[src/rtl/switch_port_drain.sv]
// Drains switch egress ports round-robin into one framed (sop/eop/port) byte stream.
// Latency: a byte is pushed into the output FIFO one cycle after it is held; out_valid follows the push by one cycle.
// Backpressure: out_ready stalls the FIFO head; a new grant is issued only when MAX_PKT entries are free.
module switch_port_drain #(
  parameter int NUM_OF_PORTS  = 4,
  parameter int WORD_WIDTH    = 8,
  parameter int OUT_FIFO_SIZE = 64,
  parameter int MAX_PKT       = 64,
  parameter int TIMEOUT       = 16,
  localparam int PW = (NUM_OF_PORTS > 1) ? $clog2(NUM_OF_PORTS) : 1
) (
  input  logic                               clk,
  input  logic                               rst_n,
  input  logic [NUM_OF_PORTS-1:0]            port_ready,
  input  logic [NUM_OF_PORTS*WORD_WIDTH-1:0] port_out,
  input  logic                               read_out,
  output logic [NUM_OF_PORTS-1:0]            port_read,
  output logic [WORD_WIDTH-1:0]              out_data,
  output logic                               out_sop,
  output logic                               out_eop,
  output logic [PW-1:0]                      out_port,
  output logic                               out_valid,
  input  logic                               out_ready,
  output logic                               busy,
  output logic [7:0]                         timeout_cnt
);

  localparam int AW = (OUT_FIFO_SIZE > 1) ? $clog2(OUT_FIFO_SIZE) : 1;
  localparam int CW = AW + 1;
  localparam int TW = $clog2(TIMEOUT + 1);
  localparam int EW = PW + 2 + WORD_WIDTH;

  localparam logic [CW-1:0] FULL_LVL  = CW'(OUT_FIFO_SIZE);
  localparam logic [CW-1:0] GRANT_LVL = CW'(OUT_FIFO_SIZE - MAX_PKT);
  localparam logic [TW-1:0] TO_LAST   = TW'(TIMEOUT - 1);
  localparam logic [PW-1:0] LAST_PORT = PW'(NUM_OF_PORTS - 1);

  typedef enum logic [1:0] {S_IDLE, S_WAIT, S_XFER, S_FLUSH} state_t;

  state_t                  state_q;
  logic [PW-1:0]           gnt_q;
  logic [PW-1:0]           rr_q;
  logic [NUM_OF_PORTS-1:0] port_read_q;
  logic [TW-1:0]           wait_q;
  logic [7:0]              to_cnt_q;
  logic [WORD_WIDTH-1:0]   hold_data_q;
  logic                    hold_sop_q;
  logic                    hold_vld_q;

  logic [EW-1:0]           mem_q [OUT_FIFO_SIZE];
  logic [AW-1:0]           wr_q;
  logic [AW-1:0]           rd_q;
  logic [CW-1:0]           cnt_q;

  logic [PW-1:0]           pick_d;
  logic                    found_d;
  logic [NUM_OF_PORTS-1:0] gnt_oh_d;
  logic [PW-1:0]           next_ptr_d;
  logic [WORD_WIDTH-1:0]   sel_byte_d;
  logic                    room_d;
  logic                    push_req_d;
  logic                    push_ok_d;
  logic                    pop_d;
  logic                    full_d;
  logic [EW-1:0]           push_dat_d;
  logic [EW-1:0]           head_d;

  // Round-robin pick: first ready port at or above rr_q, wrapping around.
  always_comb begin
    int idx;
    idx      = 0;
    pick_d   = rr_q;
    found_d  = 1'b0;
    gnt_oh_d = '0;
    for (int i = 0; i < NUM_OF_PORTS; i++) begin
      idx = int'(rr_q) + i;
      if (idx >= NUM_OF_PORTS) idx = idx - NUM_OF_PORTS;
      if (!found_d && port_ready[PW'(idx)]) begin
        found_d = 1'b1;
        pick_d  = PW'(idx);
      end
    end
    gnt_oh_d[pick_d] = 1'b1;
  end

  assign next_ptr_d = (gnt_q == LAST_PORT) ? '0 : gnt_q + 1'b1;
  assign sel_byte_d = port_out[gnt_q*WORD_WIDTH +: WORD_WIDTH];
  assign room_d     = (cnt_q <= GRANT_LVL);

  // The held byte goes out when a successor arrives (not last) or in FLUSH (last).
  assign push_req_d = hold_vld_q && (((state_q == S_XFER) && read_out) || (state_q == S_FLUSH));
  assign push_dat_d = {gnt_q, hold_sop_q, (state_q == S_FLUSH), hold_data_q};

  assign full_d    = (cnt_q == FULL_LVL);
  assign pop_d     = (cnt_q != '0) && out_ready;
  assign push_ok_d = push_req_d && (!full_d || pop_d);

  // Grant / wait / transfer / flush sequencing with registered strobe and counters.
  always_ff @(posedge clk) begin
    if (rst_n) begin
      state_q     <= S_IDLE;
      gnt_q       <= '0;
      rr_q        <= '0;
      port_read_q <= '0;
      wait_q      <= '0;
      to_cnt_q    <= '0;
      hold_data_q <= '0;
      hold_sop_q  <= 1'b0;
      hold_vld_q  <= 1'b0;
    end else begin
      case (state_q)
        S_IDLE: begin
          hold_vld_q <= 1'b0;
          if (found_d && room_d) begin
            gnt_q       <= pick_d;
            port_read_q <= gnt_oh_d;
            wait_q      <= '0;
            state_q     <= S_WAIT;
          end
        end
        S_WAIT: begin
          if (read_out) begin
            hold_data_q <= sel_byte_d;
            hold_sop_q  <= 1'b1;
            hold_vld_q  <= 1'b1;
            state_q     <= S_XFER;
          end else if (wait_q == TO_LAST) begin
            port_read_q <= '0;
            if (to_cnt_q != 8'hFF) to_cnt_q <= to_cnt_q + 8'd1;
            rr_q        <= next_ptr_d;
            state_q     <= S_IDLE;
          end else begin
            wait_q <= wait_q + 1'b1;
          end
        end
        S_XFER: begin
          if (read_out) begin
            hold_data_q <= sel_byte_d;
            hold_sop_q  <= 1'b0;
          end else begin
            port_read_q <= '0;
            state_q     <= S_FLUSH;
          end
        end
        S_FLUSH: begin
          hold_vld_q <= 1'b0;
          rr_q       <= next_ptr_d;
          state_q    <= S_IDLE;
        end
        default: begin
          port_read_q <= '0;
          state_q     <= S_IDLE;
        end
      endcase
    end
  end

  // FIFO storage; not reset, the head is masked by out_valid instead.
  always_ff @(posedge clk) begin
    if (!rst_n && push_ok_d) mem_q[wr_q] <= push_dat_d;
  end

  // FIFO pointers and fill level.
  always_ff @(posedge clk) begin
    if (rst_n) begin
      wr_q  <= '0;
      rd_q  <= '0;
      cnt_q <= '0;
    end else begin
      if (push_ok_d) wr_q <= wr_q + 1'b1;
      if (pop_d)     rd_q <= rd_q + 1'b1;
      case ({push_ok_d, pop_d})
        2'b10:   cnt_q <= cnt_q + 1'b1;
        2'b01:   cnt_q <= cnt_q - 1'b1;
        default: cnt_q <= cnt_q;
      endcase
    end
  end

  assign head_d      = mem_q[rd_q];
  assign out_valid   = (cnt_q != '0);
  assign {out_port, out_sop, out_eop, out_data} = out_valid ? head_d : '0;
  assign port_read   = port_read_q;
  assign busy        = (state_q != S_IDLE);
  assign timeout_cnt = to_cnt_q;

endmodule

[config.mk]
export PLATFORM = sky130hd
export DESIGN_NAME = switch_port_drain
export DESIGN_NICKNAME = d
export VERILOG_FILES = /design/src/rtl/switch_port_drain.sv
export SDC_FILE = /design/constraint.sdc
export NUM_CORES = 1
export LEC_CHECK = 0
export BUFFER_PORTS_ARGS = -buffer_cell sky130_fd_sc_hd__buf_2
export CORE_MARGIN = 1.5
export CORE_UTILIZATION = 40
export DETAILED_ROUTE_END_ITERATION = 12
export HOLD_SLACK_MARGIN = 0.1
export MAX_ROUTING_LAYER = met4
export PLACE_DENSITY = 0.58
export SLEW_MARGIN = 20
export SYNTH_ARGS = -nofsm -noshare
export SYNTH_HDL_FRONTEND = slang
export SYNTH_SLANG_ARGS = --single-unit
[constraint.sdc]
create_clock -name clk -period 10.8 [get_ports clk]
set_input_delay 1.08 -clock clk [delete_from_list [all_inputs] [get_ports clk]]
set_output_delay 1.08 -clock clk [all_outputs]
set_load 0.02 [all_outputs]
==> results.cfg <==
[yosys]
synth_top_family_by_area = multiplexers
synth_cell_type_count = 62
syn_inst = 1640
synthFlopType = edfxtp_1
synth_compound_area_share_pct = 3.69
synthMuxAreaShare_pct = 14.8
synth_top_cell_by_area = edfxtp_1
syn-num-nets = 1698
yosysSeqAreaShare_pct = 74.6
synthSimpleGateAreaFrac_pct = 3.87
synth_fa_ha_area_share_pct = 0.717
synth.area.top_cells = edfxtp_1, mux4_2, dfxtp_1
avgSynthCellArea_um2 = 19.8
synth-xor-area-share_pct = 0.621
synth_edf_count = 768
ys_warn_count = 0
synth-seq-cells = 826
synthDominantCellAreaShare_pct = 71.1
synthArstFlopShare_pct = 0
syn_area_mm2 = 0.0325

[floorplan]
ios = 66
core-area_mm2 = 0.0804
start_util_pct = 40.4
fp-row-count = 104
die_x_um = 288
die_area_mm2 = 0.0829
die_h_um = 288

[routing]
wl_per_cell_um = 25.9
drc = 0
antenna_left = 0
drtIter0Drc = 1682
via_count = 16400
wl_mm = 75.4
drt_first_pass_iters = 5
via_per_inst = 5.62

[cells_and_area]
fin_util_pct = 46.0
fillers = 6765
final_common_cell = edfxtp_1
fin_cells = 2912
final_cell_mix = edfxtp_1, mux4_2, nor2_1, clkbuf_16, buf_4
drive_gt1_share_pct = 27.4
syn2layout_area_growth_pct = 14.1
nets = 1842
antennaDiodeCount = 0

[worst_setup_path]
cp_num_buf_inv = 3
path_cells = buf_4 -> mux4_2 -> o22ai_1 -> a2111oi_1 -> buf_4 -> or3_1 -> buf_2
cp_common_cell = buf_4
start_kind = register
slowest_delay_ns = 1.00
crit_arrival_ns = 4.35
cp_max_fo = 48
slowest_stage = dfxtp_4
cp_top_family = buffers and inverters
crit_required_ns = 9.72
reg2reg_slack_ns = 7.38
end_kind = primary output
path_class = register to primary output

[sta]
final-setup-viol-count = 0
tightest_slew_ns = 1.09
relSlewSlack_pct = 27.6
rsz0062_at_grt = false
fin_setup_tns_ns = 0
finalHoldViolCount = 0
setup_ws_ns = 5.37
finClkSkew_ns = 0.0251
period_minus_slack_ns = 5.43
finalCritPeriodShare_pct = 50.2
maxSlewViolCount = 0
max_freq_mhz = 184

[pwr]
peakVddDrop_mv = 0.124
clockPowerShare_pct = 35.9
swShare_pct = 26.4
power_frac_seq_pct = 46.5
p_sw_mw = 2.12
intPower_mw = 5.90
pwr_density_cell_mw_per_mm2 = 216
p_comb_share_pct = 17.6
p_leak_nw = 11.4

[clock_network]
cts.repair.resized = 0
cts_made_buffers = 85
hold_buffers = 0
cts-htree-levels = 3
clk_pin_slew_ns = 0.06
cts_tree = yes
insertion_delay_ns = 0.64
post_cts_buffers = 0
clock-sinks = 826
cts_max_path_buffers = 3
cts_root_buf = clkbuf_16

[placement]
gp_congestion = 0.800
portBuffers = 65
dpl.cell_count = 2757
pre_cts_ws_ns = 5.90
dp_hpwl_mm = 45.2

[worst_hold_path]
hold_class = register to register

[grt]
grt_pass1_vias = 16500
grt.overflow.total = 0
grt_pass1_wl_mm = 112
antenna_found_initial = 0
grt_max_degree = 93
grt_usage_pct = 19.1

[run_status]
status = complete, no violations

[flow_run]
maxCapViolations = 0
layout make-up:
class / instances / area, um2 / area share [%]
multi-input cells: 713 / 7750 / 20.9
repair buffers: 143 / 923 / 2.49
clock buffers: 107 / 2230 / 6.02
inverters: 15 / 56.3 / 0.152
flip-flops and latches: 826 / 24200 / 65.5
well taps: 1060 / 1330 / 3.58
clock inverters: 48 / 493 / 1.33
through the flow:
step                      instance area, um2  hold slack [ns]  power (mW)
final                                  37000            0.450        8.02
after global routing                   37000            0.471        8.32
after CTS                              37000            0.451        8.10
after detailed placement               34300            0.443        5.22
after global placement                 34300            0.441        5.20
after floorplan                        32500            0.432        4.78
state kept, by name, indices dropped and copies added, names as in the netlist, 4 cells and up, named ones only:
signal and cells:
timeout_cnt 8, hold_data_q 8, cnt_q 7, port_read 4, rd_q 6, wait_q 5
wr_q 6, mem_q 768
synthesized netlist by cell type (all sizes together), types with 2 or more instances:
cell type    n
inv         15
or4b         2
buf         49
o21ai       23
xor2        14
and3         6
and2         4
xnor2        9
a22o        10
nand3       20
o22ai       37
a21o         2
ha          17
mux4       200
nand3b       9
a31oi        2
nand2       49
nor2       122
or3b         2
o221ai      11
a41oi        2
nor2b        9
or3         12
nand4        8
edfxtp     768
or4          2
nand2b       6
or2          3
dfxtp       58
a2111oi      2
a221oi       7
clkbuf      37
a22oi       21
nor3         6
a211oi      11
a21oi       41
mux2i       30
per-layer routing:
| metal | track usage (%) | wire [um] | vias to the layer above |
|---|---|---|---|
| met2 | 28.4 | 35300 | 560 |
| li1 | - | - | 7038 |
| met4 | 4.76 | 1370 | 0 |
| met3 | 3.15 | 4940 | 92 |
| met5 | - | 0 | - |
| met1 | 27.6 | 33800 | 8672 |
worst min-delay path, cell delays in order (launching register included):
cell,delay (ns)
dfxtp_1,0.31
nand2_1,0.05
a21oi_1,0.05
power groups by stage:
stage	Combinational [mW]	Sequential, mW	Clock, mW
after floorplan	0.981	3.80	0
after global placement	1.41	3.79	0
after detailed placement	1.43	3.80	0
after CTS	1.43	3.73	2.94
after global routing	1.52	3.74	3.06
final	1.41	3.72	2.88
kinds of logic (layout without fill, tap and decap cells):
family                     count (synthesis)  after routing
muxes                                    231            231
and+or+nand+nor                          263            263
AOI/OAI and AO/OA                        178            178
DFF                                      826            826
xor gates and xnor gates                  23             23
buffers and inverters                    101            313
adders and majority gates                 18             18
final timing paths:
kind,startpoint,endpoint,depth (start not counted)
worst max-delay path,register,out_data[7],7
worst min-delay path,wait_q[4],wait_q[4],2
worst max register to register,state_q[0],mem_q[61][0],8
worst min register to register,wait_q[4],wait_q[4],2
Power figures use the tool's default switching activity.
